## config.mk

```make
export PLATFORM = sky130hd
export DESIGN_NAME = mem_access_unit
export DESIGN_NICKNAME = d
export VERILOG_FILES = /design/src/rtl/mem_access_unit_pkg.sv /design/src/rtl/mem_access_unit_align.sv /design/src/rtl/mem_access_unit.sv
export SDC_FILE = /design/constraint.sdc
export NUM_CORES = 1
export LEC_CHECK = 0
export CAP_MARGIN = 20
export CORE_MARGIN = 3
export CORE_UTILIZATION = 44
export DETAILED_ROUTE_END_ITERATION = 10
export PLACE_DENSITY = 0.88
export SLEW_MARGIN = 0
export SYNTH_ARGS = -nofsm -noshare
export SYNTH_HDL_FRONTEND = slang
export SYNTH_SLANG_ARGS = --single-unit
```

## constraint.sdc

```tcl
create_clock -name clk -period 3.6 [get_ports clk]
set_clock_uncertainty 0.1 [all_clocks]
set_input_delay 0.72 -clock clk [delete_from_list [all_inputs] [get_ports clk]]
set_output_delay 0.72 -clock clk [all_outputs]
set_load 0.05 [all_outputs]
```

## src/rtl/mem_access_unit_pkg.sv

```systemverilog
`default_nettype none
//------------------------------------------------------------------------------
// Module   : mem_access_unit_pkg
// Brief    : Shared CPU defines for the M-stage memory access unit: opcodes,
//            transfer size codes and memory FSM state encodings.
// Revision : 1.0 - initial release
//------------------------------------------------------------------------------
package mem_access_unit_pkg;

  localparam logic [5:0] OP_LB  = 6'b100000;
  localparam logic [5:0] OP_LH  = 6'b100001;
  localparam logic [5:0] OP_LW  = 6'b100011;
  localparam logic [5:0] OP_LBU = 6'b100100;
  localparam logic [5:0] OP_LHU = 6'b100101;
  localparam logic [5:0] OP_SB  = 6'b101000;
  localparam logic [5:0] OP_SH  = 6'b101001;
  localparam logic [5:0] OP_SW  = 6'b101011;

  localparam logic [1:0] SIZE_BYTE = 2'd0;
  localparam logic [1:0] SIZE_HALF = 2'd1;
  localparam logic [1:0] SIZE_WORD = 2'd2;

  typedef enum logic [2:0] {
    ST_IDLE  = 3'd0,
    ST_REQ   = 3'd1,
    ST_WAIT  = 3'd2,
    ST_DONE  = 3'd3,
    ST_DRAIN = 3'd4
  } memState_t;

  // Transfer size implied by a load/store opcode; unknown opcodes act as words.
  function automatic logic [1:0] opSize(input logic [5:0] op);
    case (op)
      OP_LB, OP_LBU, OP_SB: opSize = SIZE_BYTE;
      OP_LH, OP_LHU, OP_SH: opSize = SIZE_HALF;
      default:              opSize = SIZE_WORD;
    endcase
  endfunction

endpackage
`default_nettype wire

```

## src/rtl/mem_access_unit_align.sv

```systemverilog
`default_nettype none
//------------------------------------------------------------------------------
// Module   : mem_align
// Brief    : Purely combinational store lane steering (strobes/replicated
//            data) and load byte/half selection with sign/zero extension.
// Revision : 1.0 - initial release
//------------------------------------------------------------------------------
module mem_align
  import mem_access_unit_pkg::*;
(
  input  logic [5:0]  i_op,
  input  logic [1:0]  i_addrLo,
  input  logic [31:0] i_rtValue,
  output logic [3:0]  o_wstrb,
  output logic [31:0] o_wdata,
  input  logic [5:0]  i_ldOp,
  input  logic [1:0]  i_ldOff,
  input  logic [31:0] i_rawData,
  output logic [31:0] o_ldData
);

  logic [7:0]  w_byte;
  logic [15:0] w_half;

  // Store side: enable the addressed lanes and replicate data across the word.
  always_comb begin
    o_wstrb = 4'hF;
    o_wdata = i_rtValue;
    case (opSize(i_op))
      SIZE_BYTE: begin
        o_wstrb = 4'b0001 << i_addrLo;
        o_wdata = {4{i_rtValue[7:0]}};
      end
      SIZE_HALF: begin
        o_wstrb = i_addrLo[1] ? 4'b1100 : 4'b0011;
        o_wdata = {2{i_rtValue[15:0]}};
      end
      default: ;
    endcase
  end

  // Load side: pick the addressed lane and extend according to the opcode.
  always_comb begin
    w_byte   = i_rawData[{i_ldOff, 3'b000} +: 8];
    w_half   = i_ldOff[1] ? i_rawData[31:16] : i_rawData[15:0];
    o_ldData = i_rawData;
    case (i_ldOp)
      OP_LB:   o_ldData = {{24{w_byte[7]}}, w_byte};
      OP_LBU:  o_ldData = {24'd0, w_byte};
      OP_LH:   o_ldData = {{16{w_half[15]}}, w_half};
      OP_LHU:  o_ldData = {16'd0, w_half};
      default: ;
    endcase
  end

endmodule
`default_nettype wire

```

## src/rtl/mem_access_unit.sv

```systemverilog
`default_nettype none
//------------------------------------------------------------------------------
// Module   : mem_access_unit
// Brief    : M-stage load/store unit: alignment exceptions, request handshake
//            (addr_ok/data_ok), flush draining and pipeline stall generation.
// Revision : 1.0 - initial release
//------------------------------------------------------------------------------
module mem_access_unit
  import mem_access_unit_pkg::*;
#(
  parameter int KSEG1_UNCACHED = 1
) (
  input  logic        clk,
  input  logic        rst,
  input  logic        mem_readM,
  input  logic        mem_writeM,
  input  logic [31:0] instrM,
  input  logic [31:0] aluoutM,
  input  logic [31:0] rt_valueM,
  input  logic        except_blockM,
  input  logic        flushM,
  input  logic        stall_ext,
  output logic        data_req,
  output logic        data_wr,
  output logic [1:0]  data_size,
  output logic [31:0] data_addr,
  output logic [31:0] data_wdata,
  output logic [3:0]  data_wstrb,
  output logic        data_uncached,
  input  logic        data_addr_ok,
  input  logic        data_data_ok,
  input  logic [31:0] data_rdata,
  output logic [31:0] rdataM,
  output logic        adelM,
  output logic        adesM,
  output logic [31:0] badvaddrM,
  output logic        mem_stall
);

  memState_t   r_state;
  logic [31:0] r_addr;
  logic        r_wr;
  logic [1:0]  r_size;
  logic [31:0] r_wdata;
  logic [3:0]  r_wstrb;
  logic [5:0]  r_op;
  logic        r_isLoad;
  logic        r_flushSeen;
  logic [31:0] r_held;

  logic [5:0]  w_op;
  logic [1:0]  w_size;
  logic        w_misalign;
  logic        w_adelRaw;
  logic        w_adesRaw;
  logic        w_issuable;
  logic [3:0]  w_wstrb;
  logic [31:0] w_wdata;
  logic [31:0] w_ldData;
  logic        w_inReq;
  logic [31:0] w_reqAddr;
  logic        w_unusedInstr;

  assign w_op          = instrM[31:26];
  assign w_unusedInstr = ^instrM[25:0];
  assign w_size        = opSize(w_op);
  assign w_misalign    = ((w_size == SIZE_HALF) & aluoutM[0]) |
                         ((w_size == SIZE_WORD) & (aluoutM[1:0] != 2'b00));
  assign w_adelRaw     = mem_readM & w_misalign;
  assign w_adesRaw     = mem_writeM & w_misalign;
  assign w_issuable    = (mem_readM | mem_writeM) & ~except_blockM &
                         ~w_adelRaw & ~w_adesRaw & ~flushM;

  mem_align u_align (
    .i_op      (w_op),
    .i_addrLo  (aluoutM[1:0]),
    .i_rtValue (rt_valueM),
    .o_wstrb   (w_wstrb),
    .o_wdata   (w_wdata),
    .i_ldOp    (r_op),
    .i_ldOff   (r_addr[1:0]),
    .i_rawData (data_rdata),
    .o_ldData  (w_ldData)
  );

  // Request fields come straight from M on the issue cycle, then from the latch
  // so a pending request cannot change even if M is flushed underneath it.
  assign w_inReq   = (r_state == ST_REQ);
  assign w_reqAddr = w_inReq ? r_addr : aluoutM;

  assign data_req   = rst & (((r_state == ST_IDLE) & w_issuable) | w_inReq);
  assign data_addr  = data_req ? w_reqAddr : 32'd0;
  assign data_wr    = data_req & (w_inReq ? r_wr : mem_writeM);
  assign data_size  = data_req ? (w_inReq ? r_size : w_size) : 2'd0;
  assign data_wdata = data_req ? (w_inReq ? r_wdata : w_wdata) : 32'd0;
  assign data_wstrb = data_req ? (w_inReq ? r_wstrb : w_wstrb) : 4'd0;

  generate
    if (KSEG1_UNCACHED != 0) begin : g_kseg1Uncached
      assign data_uncached = data_req & (w_reqAddr[31:29] == 3'b101);
    end else begin : g_allCached
      assign data_uncached = 1'b0;
    end
  endgenerate

  assign adelM     = rst & w_adelRaw;
  assign adesM     = rst & w_adesRaw;
  assign badvaddrM = (adelM | adesM) ? aluoutM : 32'd0;

  assign rdataM = !rst                                               ? 32'd0 :
                  ((r_state == ST_WAIT) & data_data_ok & r_isLoad) ? w_ldData :
                  ((r_state == ST_DONE) & r_isLoad)                ? r_held : 32'd0;

  assign mem_stall = rst & (((r_state == ST_IDLE)  & w_issuable) |
                            w_inReq |
                            ((r_state == ST_WAIT)  & ~data_data_ok) |
                            ((r_state == ST_DRAIN) & w_issuable));

  // Handshake FSM: issue, hold until accepted, wait for data, hold result while
  // the pipe is stalled elsewhere, or drain a response belonging to a flushed op.
  always_ff @(posedge clk or negedge rst) begin
    if (!rst) begin
      r_state     <= ST_IDLE;
      r_addr      <= 32'd0;
      r_wr        <= 1'b0;
      r_size      <= SIZE_BYTE;
      r_wdata     <= 32'd0;
      r_wstrb     <= 4'd0;
      r_op        <= 6'd0;
      r_isLoad    <= 1'b0;
      r_flushSeen <= 1'b0;
      r_held      <= 32'd0;
    end else begin
      case (r_state)
        ST_IDLE: begin
          if (w_issuable) begin
            r_addr      <= aluoutM;
            r_wr        <= mem_writeM;
            r_size      <= w_size;
            r_wdata     <= w_wdata;
            r_wstrb     <= w_wstrb;
            r_op        <= w_op;
            r_isLoad    <= mem_readM;
            r_flushSeen <= 1'b0;
            r_state     <= data_addr_ok ? ST_WAIT : ST_REQ;
          end
        end
        ST_REQ: begin
          if (flushM) r_flushSeen <= 1'b1;
          if (data_addr_ok) r_state <= (r_flushSeen | flushM) ? ST_DRAIN : ST_WAIT;
        end
        ST_WAIT: begin
          if (data_data_ok) begin
            r_held  <= r_isLoad ? w_ldData : 32'd0;
            r_state <= stall_ext ? ST_DONE : ST_IDLE;
          end else if (flushM) begin
            r_state <= ST_DRAIN;
          end
        end
        ST_DONE: begin
          if (!stall_ext || flushM) r_state <= ST_IDLE;
        end
        ST_DRAIN: begin
          if (data_data_ok) r_state <= ST_IDLE;
        end
        default: r_state <= ST_IDLE;
      endcase
    end
  end

endmodule
`default_nettype wire

```

After elaboration in Yosys (flattened, before gate mapping)
Index checks and enable logic that the tools add are counted.
{"block": "totals", "elab_cells": 112, "regBits": 114, "out_inout_bits": 140, "inputBits": 137}
{"block": "op_classes", "eq_ne": 23, "reduce_logical": 12, "bitwise_logic": 32, "shift": 2, "n_mux": 33}
{"operator": "32-bit 2-to-1 mux", "count": 9}
{"operator": "32-bit case mux with 4 select lines", "count": 1}
{"operator": "32-bit case mux with 2 select lines", "count": 1}
{"operator": "6-bit == test, second input constant", "count": 10}
{"operator": "32-bit by 6-bit variable part select with 8-bit output", "count": 1}
{"operator": "3-bit 2-to-1 mux", "count": 7}
{"operator": "1-bit AND", "count": 20}
{"operator": "16-bit 2-to-1 mux", "count": 1}
{"operator": "3-bit case mux with 5 select lines", "count": 1}
{"operator": "4-bit 2-to-1 mux", "count": 3}
{"operator": "2-bit 2-to-1 mux", "count": 4}
{"operator": "2-bit != test, second input constant", "count": 4}
{"operator": "4-bit case mux with 2 select lines", "count": 1}
{"operator": "1-bit bitwise OR", "count": 7}
{"operator": "3-bit by 2-bit == test with 1-bit output, second input constant", "count": 2}
{"operator": "3-bit == test, second input constant", "count": 2}
{"operator": "3-bit OR reduction", "count": 2}
{"operator": "1-bit inverter", "count": 5}
{"operator": "5-bit AND reduction", "count": 1}
{"operator": "2-bit case mux with 2 select lines", "count": 1}
{"operator": "2-bit AND reduction", "count": 2}
{"operator": "2-bit nonzero test", "count": 2}
{"operator": "1-bit by 2-bit << shifter with 4-bit output, first input constant", "count": 1}
{"operator": "3-bit by 1-bit == test with 1-bit output, second input constant", "count": 1}
{"operator": "11 further kinds", "count": 13}

Depth between registers and ports, before layout
{"block": "logic_depth", "word_depth": 16, "mapped_depth": 9, "depth_no_buf": 5}

By module
From an unflattened synthesis, not the netlist that was laid out.
{"block": "unflattened", "cells_unflattened": 678, "area_unflattened_um2": 7252.0}
{"module": "mem_access_unit", "seq_area_each_um2": 2852.7, "cells_each": 505, "n_inst": 1, "area_per_inst_um2": 6177.2}
{"module": "mem_align", "seq_area_each_um2": 0.0, "cells_each": 173, "n_inst": 1, "area_per_inst_um2": 1074.8}

Worst setup path before layout
OpenSTA, ideal clock, no wires.
{"block": "synth_path", "path_kind": "input to output", "start": "input port instrM[28]", "end": "output port data_uncached", "arrival_ns": 3.003, "slack_ns": -0.223, "path_stages": 6, "n_path_buf": 1, "t_required_ns": 2.780, "path_cell_list": "a21oi_1 nand3b_1 a221oi_4 buf_2 a22oi_1 nor3_1"}
{"block": "synth_via", "elab_chain_cells": 15, "elab_cells_between_ends": 25, "classes_between": "8 x eq/ne; 1 x mux; 14 x bitwise; 2 x reduce/logical"}
{"element": "start, declared", "line": "mem_access_unit.sv:17", "text": "input logic [31:0] instrM,"}
{"element": "6-bit == test", "line": "mem_access_unit_pkg.sv:33", "text": "case (op)"}
{"element": "3-bit OR reduction", "line": "mem_access_unit_pkg.sv:33"}
{"element": "2-bit case mux with 2 select lines (*)", "line": "mem_access_unit_pkg.sv:33"}
{"element": "2-bit by 1-bit == test with 1-bit output or 2-bit == test (tied branches)", "line": "mem_access_unit.sv:67, mem_access_unit.sv:68"}
{"element": "1-bit AND (on tied branches)", "line": "mem_access_unit.sv:67, mem_access_unit.sv:68"}
{"element": "1-bit bitwise OR (*)", "line": "mem_access_unit.sv:67", "text": "assign w_misalign = ((w_size == SIZE_HALF) & aluoutM[0]) |"}
{"element": "1-bit AND", "line": "mem_access_unit.sv:69", "text": "assign w_adelRaw = mem_readM & w_misalign;"}
{"element": "1-bit inverter", "line": "mem_access_unit.sv:72", "text": "~w_adelRaw & ~w_adesRaw & ~flushM;"}
{"element": "1-bit AND", "line": "mem_access_unit.sv:71", "text": "assign w_issuable = (mem_readM | mem_writeM) & ~except_blockM &"}
{"element": "1-bit AND (*) (2 in series)", "line": "mem_access_unit.sv:72"}
{"element": "1-bit AND (*)", "line": "mem_access_unit.sv:91", "text": "assign data_req = rst & (((r_state == ST_IDLE) & w_issuable) | w_inReq);"}
{"element": "1-bit bitwise OR (*)", "line": "mem_access_unit.sv:91"}
{"element": "1-bit AND (*)", "line": "mem_access_unit.sv:91"}
{"element": "1-bit AND (*)", "line": "mem_access_unit.sv:100", "text": "assign data_uncached = data_req & (w_reqAddr[31:29] == 3'b101);"}
{"element": "end, declared", "line": "mem_access_unit.sv:29", "text": "output logic data_uncached,"}
Every way passes the cells marked *; elsewhere a longest branch is shown, timed or not.

Final worst setup path
{"block": "layout_path", "start": "input port except_blockM", "end": "output port data_addr[10]"}
{"block": "layout_via", "elab_chain_cells": 9}
{"element": "start, declared", "line": "mem_access_unit.sv:20", "text": "input logic except_blockM,"}
{"element": "1-bit inverter", "line": "mem_access_unit.sv:71"}
{"element": "1-bit AND (2 in series)", "line": "mem_access_unit.sv:71"}
{"element": "1-bit AND (2 in series)", "line": "mem_access_unit.sv:72"}
{"element": "1-bit AND", "line": "mem_access_unit.sv:91"}
{"element": "1-bit bitwise OR", "line": "mem_access_unit.sv:91"}
{"element": "1-bit AND", "line": "mem_access_unit.sv:91"}
{"element": "32-bit 2-to-1 mux", "line": "mem_access_unit.sv:92", "text": "assign data_addr = data_req ? w_reqAddr : 32'd0;"}
{"element": "end, declared", "line": "mem_access_unit.sv:26", "text": "output logic [31:0] data_addr,"}
Every way passes these cells.

==> impl_results.md <==
* Final setup viols at 26
* Vias per Instance at around 6.2
* Startpoint Class: input port
* Vias at 8196
* Detailed Routing Iterations Pass 1 at 8
* Vias in the first global route at ~7900
* Worst hold start: r_held[9]
* GP Congestion at just over 0.9
* Total power draw at a little over 7 mW
* Failing checks: setup timing
* Syn Inst Count at between 800 and 900
* Synthesized flop and latch total at ~110
* Non-filler cells, final at around 1300
* Fin area at around 12000 um2
* Post-route ant nets at 0
* Crit-path cells: clkdlybuf4s50_1 > or4_4 > a221o_4 > nor2_8 > buf_12 > buf_16 > a22o_1 > buf_12
* Sink Count at 114
* Final WL at 30700 um
* GRT Residual Overflow at 0
* Commonest non-fill, non-tap cells in the layout: nand2_1, buf_12, dfrtp_1, clkdlybuf4s50_1, o21ai_0
* DRC viols at 0
* Worst-Skew Late Latency at 420 ps
* Worst slew pin tran at approximately 1100 ps
* Fraction of registers with async set/reset at 1.00
* Max Slew Vio Count at 0
* Yosys cell types at 47
* Fmax at 271 MHz
* DIE AREA at around 17000 um2
* Leak pwr at around 5.8 nW
* Mapped Area at about 6700 um2
* CTS clock-pin slew for the worst setup and hold paths at about 60 ps
* Primary FF master, synth: dfrtp_1
* Fin crit share at 1.02
* Worst Slack Setup Final at -85.8 ps
* CP max FO at 5
* Crit-path leading delay family: buffers and inverters
* WHS at 377 ps
* R2R Setup Slk at ~660 ps
* Most common cell after layout, fill and taps aside: nand2_1
* Hold WC Path Type: register to register
* Placed Cells at between 1000 and 1500
* Final hold vios at 0
* Syn Nets at approximately 960
* Hold Path Depth at 1
* Worst EP required at between 2000 and 3000 ps
* Post-synth EDFFs at 0
* Crit path time final at approximately 3700 ps
* Worst Path Arrival at between 2000 and 3000 ps
* Status: finished, violations left
* Area delta synth->final at 85.0%
* CP bufs+invs at 4
* Initial DRC Count at about 920
* Die Ht at between 100 and 150 um
* Total core area at 14700 um2
* Cell mode on critical path: buf_12
* Clk buf depth at 2
* Pin count of the biggest net entering global routing at approximately 110
* Slowest library cell on the worst path: or4_4
* RR Startpoint: r_state[1]
* CTS tree: done
* Clock root buffer: clkbuf_16
* Routed len/inst at between 20 and 25 um
* Area after detailed placement at 11100 um2
* First-pass GRT wire length at about 42000 um
* CTS Buf Count at 17
* Sequential area share after synthesis at 0.427
* Synth warn at 0
* Layout Nets at roughly 1200
* Starting Density at 0.455
* VDD IR max at between 0.3 and 0.4 mV
* Layout cells sized above 1 at 0.300
* RSZ-0062 raised after global routing: yes
* Initial antenna violation count at 4
* R2R depth at 6
* GRT Overall Usage at 0.326
* Syn_area_per_cell at approximately 8.1 um2
* # H-tree levels at 4
* # IOs at between 200 and 300
* PD cells at roughly 580 nW/um2
* Die X at roughly 130 um
* Relative slew margins at 0.292
* DP HPWL at between 15000 and 20000 um
* WHS Endpoint: r_held[9]
* Worst path max stage delay at between 500 and 600 ps
* FP Rows at 44
* Crit. End Element: primary output
* Crit path kind: input port to primary output
* R2R Path End: r_wdata[15]
* Port Buffers at 250
* Max-Cap Viols at 0
==> cells by family after synthesis <==
family,share of synthesized area
simple gates,0.236
compound gates,0.230
buf+inv,0.0505
mux,0.0575
flops,0.427
==> power breakdown <==
| group | total, mW | internal (mW) | switching (mW) |
|---|---|---|---|
| logic | 3.11 | 1.37 | 1.74 |
| registers | 2.24 | 1.80 | 0.432 |
| clock network | 1.79 | 1.16 | 0.637 |
| total | 7.14 | 4.33 | 2.81 |
==> how the worst max path moves through the flow <==
| stage | end | depth (start not counted) | from |
|---|---|---|---|
| 6_report | data_addr[10] | 8 | except_blockM |
| 5_1_grt | data_wdata[1] | 8 | except_blockM |
| 4_1_cts | rdataM[19] | 8 | data_rdata[23] |
| 2_1_floorplan | data_wdata[10] | 6 | instrM[28] |
| 3_5_place_dp | data_wdata[17] | 10 | instrM[28] |
| 3_3_place_gp | badvaddrM[30] | 10 | instrM[28] |
==> routing by layer <==
metal | routed length (um) | vias up | GRT usage
met1 | 10300 | 3923 | 0.375
met5 | 21 | - | 0
met4 | 2010 | 4 | 0.164
met2 | 15100 | 676 | 0.561
met3 | 3320 | 170 | 0.0833
li1 | - | 3423 | -
==> stage by stage <==
step	setup WS (ps)	util	setup TNS, ps
floorplan	-213	-	-5720
global placement	-108	0.756	-6500
detailed placement	-191	0.756	-14200
CTS	-32.9	0.820	-473
global route	-115	0.841	-2570
finish	-85.8	0.842	-593
==> registers in the layout, summed over array words and instances (netlist names) <==
name	count
r_addr	32
r_flushSeen	1
r_held	32
r_isLoad	1
r_op	6
r_size	2
r_state	3
r_wdata	32
r_wr	1
r_wstrb	4
==> repair_timing <==
action / 4_1_cts / 5_1_grt
gates cloned: 2 / 5
hold buffers: 1 / 0
resized for setup: 53 / 50
pin swaps: 11 / 12
buffers inserted: 7 / 2
endpoints found under the setup margin: 117 / 110
endpoints found under the hold margin: 2 / 0
==> worst reg2reg max path, stage by stage (launching register included) <==
cell	delay [ps]
dfrtp_2	400
or3_4	410
or4_4	460
a221o_4	390
buf_4	450
nand2_1	380
o21ai_0	170
==> Yosys cell counts, drive strengths merged (2+ instances only) <==
cell type,instances,area (um2)
a21o,8,60.1
a21oi,29,145
a22o,49,429
a22oi,2,15.0
and2,34,213
and3,4,25.0
buf,16,131
clkbuf,48,180
dfrtp,114,2850
inv,7,26.3
mux2,9,101
mux2i,26,260
nand2,271,1020
nand2b,4,25.0
nand3,3,15.0
nand3b,3,22.5
nor2,21,95.1
nor2b,10,62.6
nor3,3,15.0
nor3b,2,15.0
o211ai,2,15.0
o21a,4,30.0
o21ai,118,591
o221a,7,78.8
o221ai,7,61.3
o31ai,2,15.0
or3,2,12.5
==> area by class of cell <==
type                            instances  area (um2)
Antenna cell                            3        7.51
Clock buffer                           18         429
Clock inverter                         14         188
Fill cell                             661        2330
Inverter                                7        26.3
Multi-Input combinational cell        636        3890
Sequential cell                       114        2860
Tap cell                              184         230
Timing Repair Buffer                  336        4740
(Power assumes the default switching activity.)
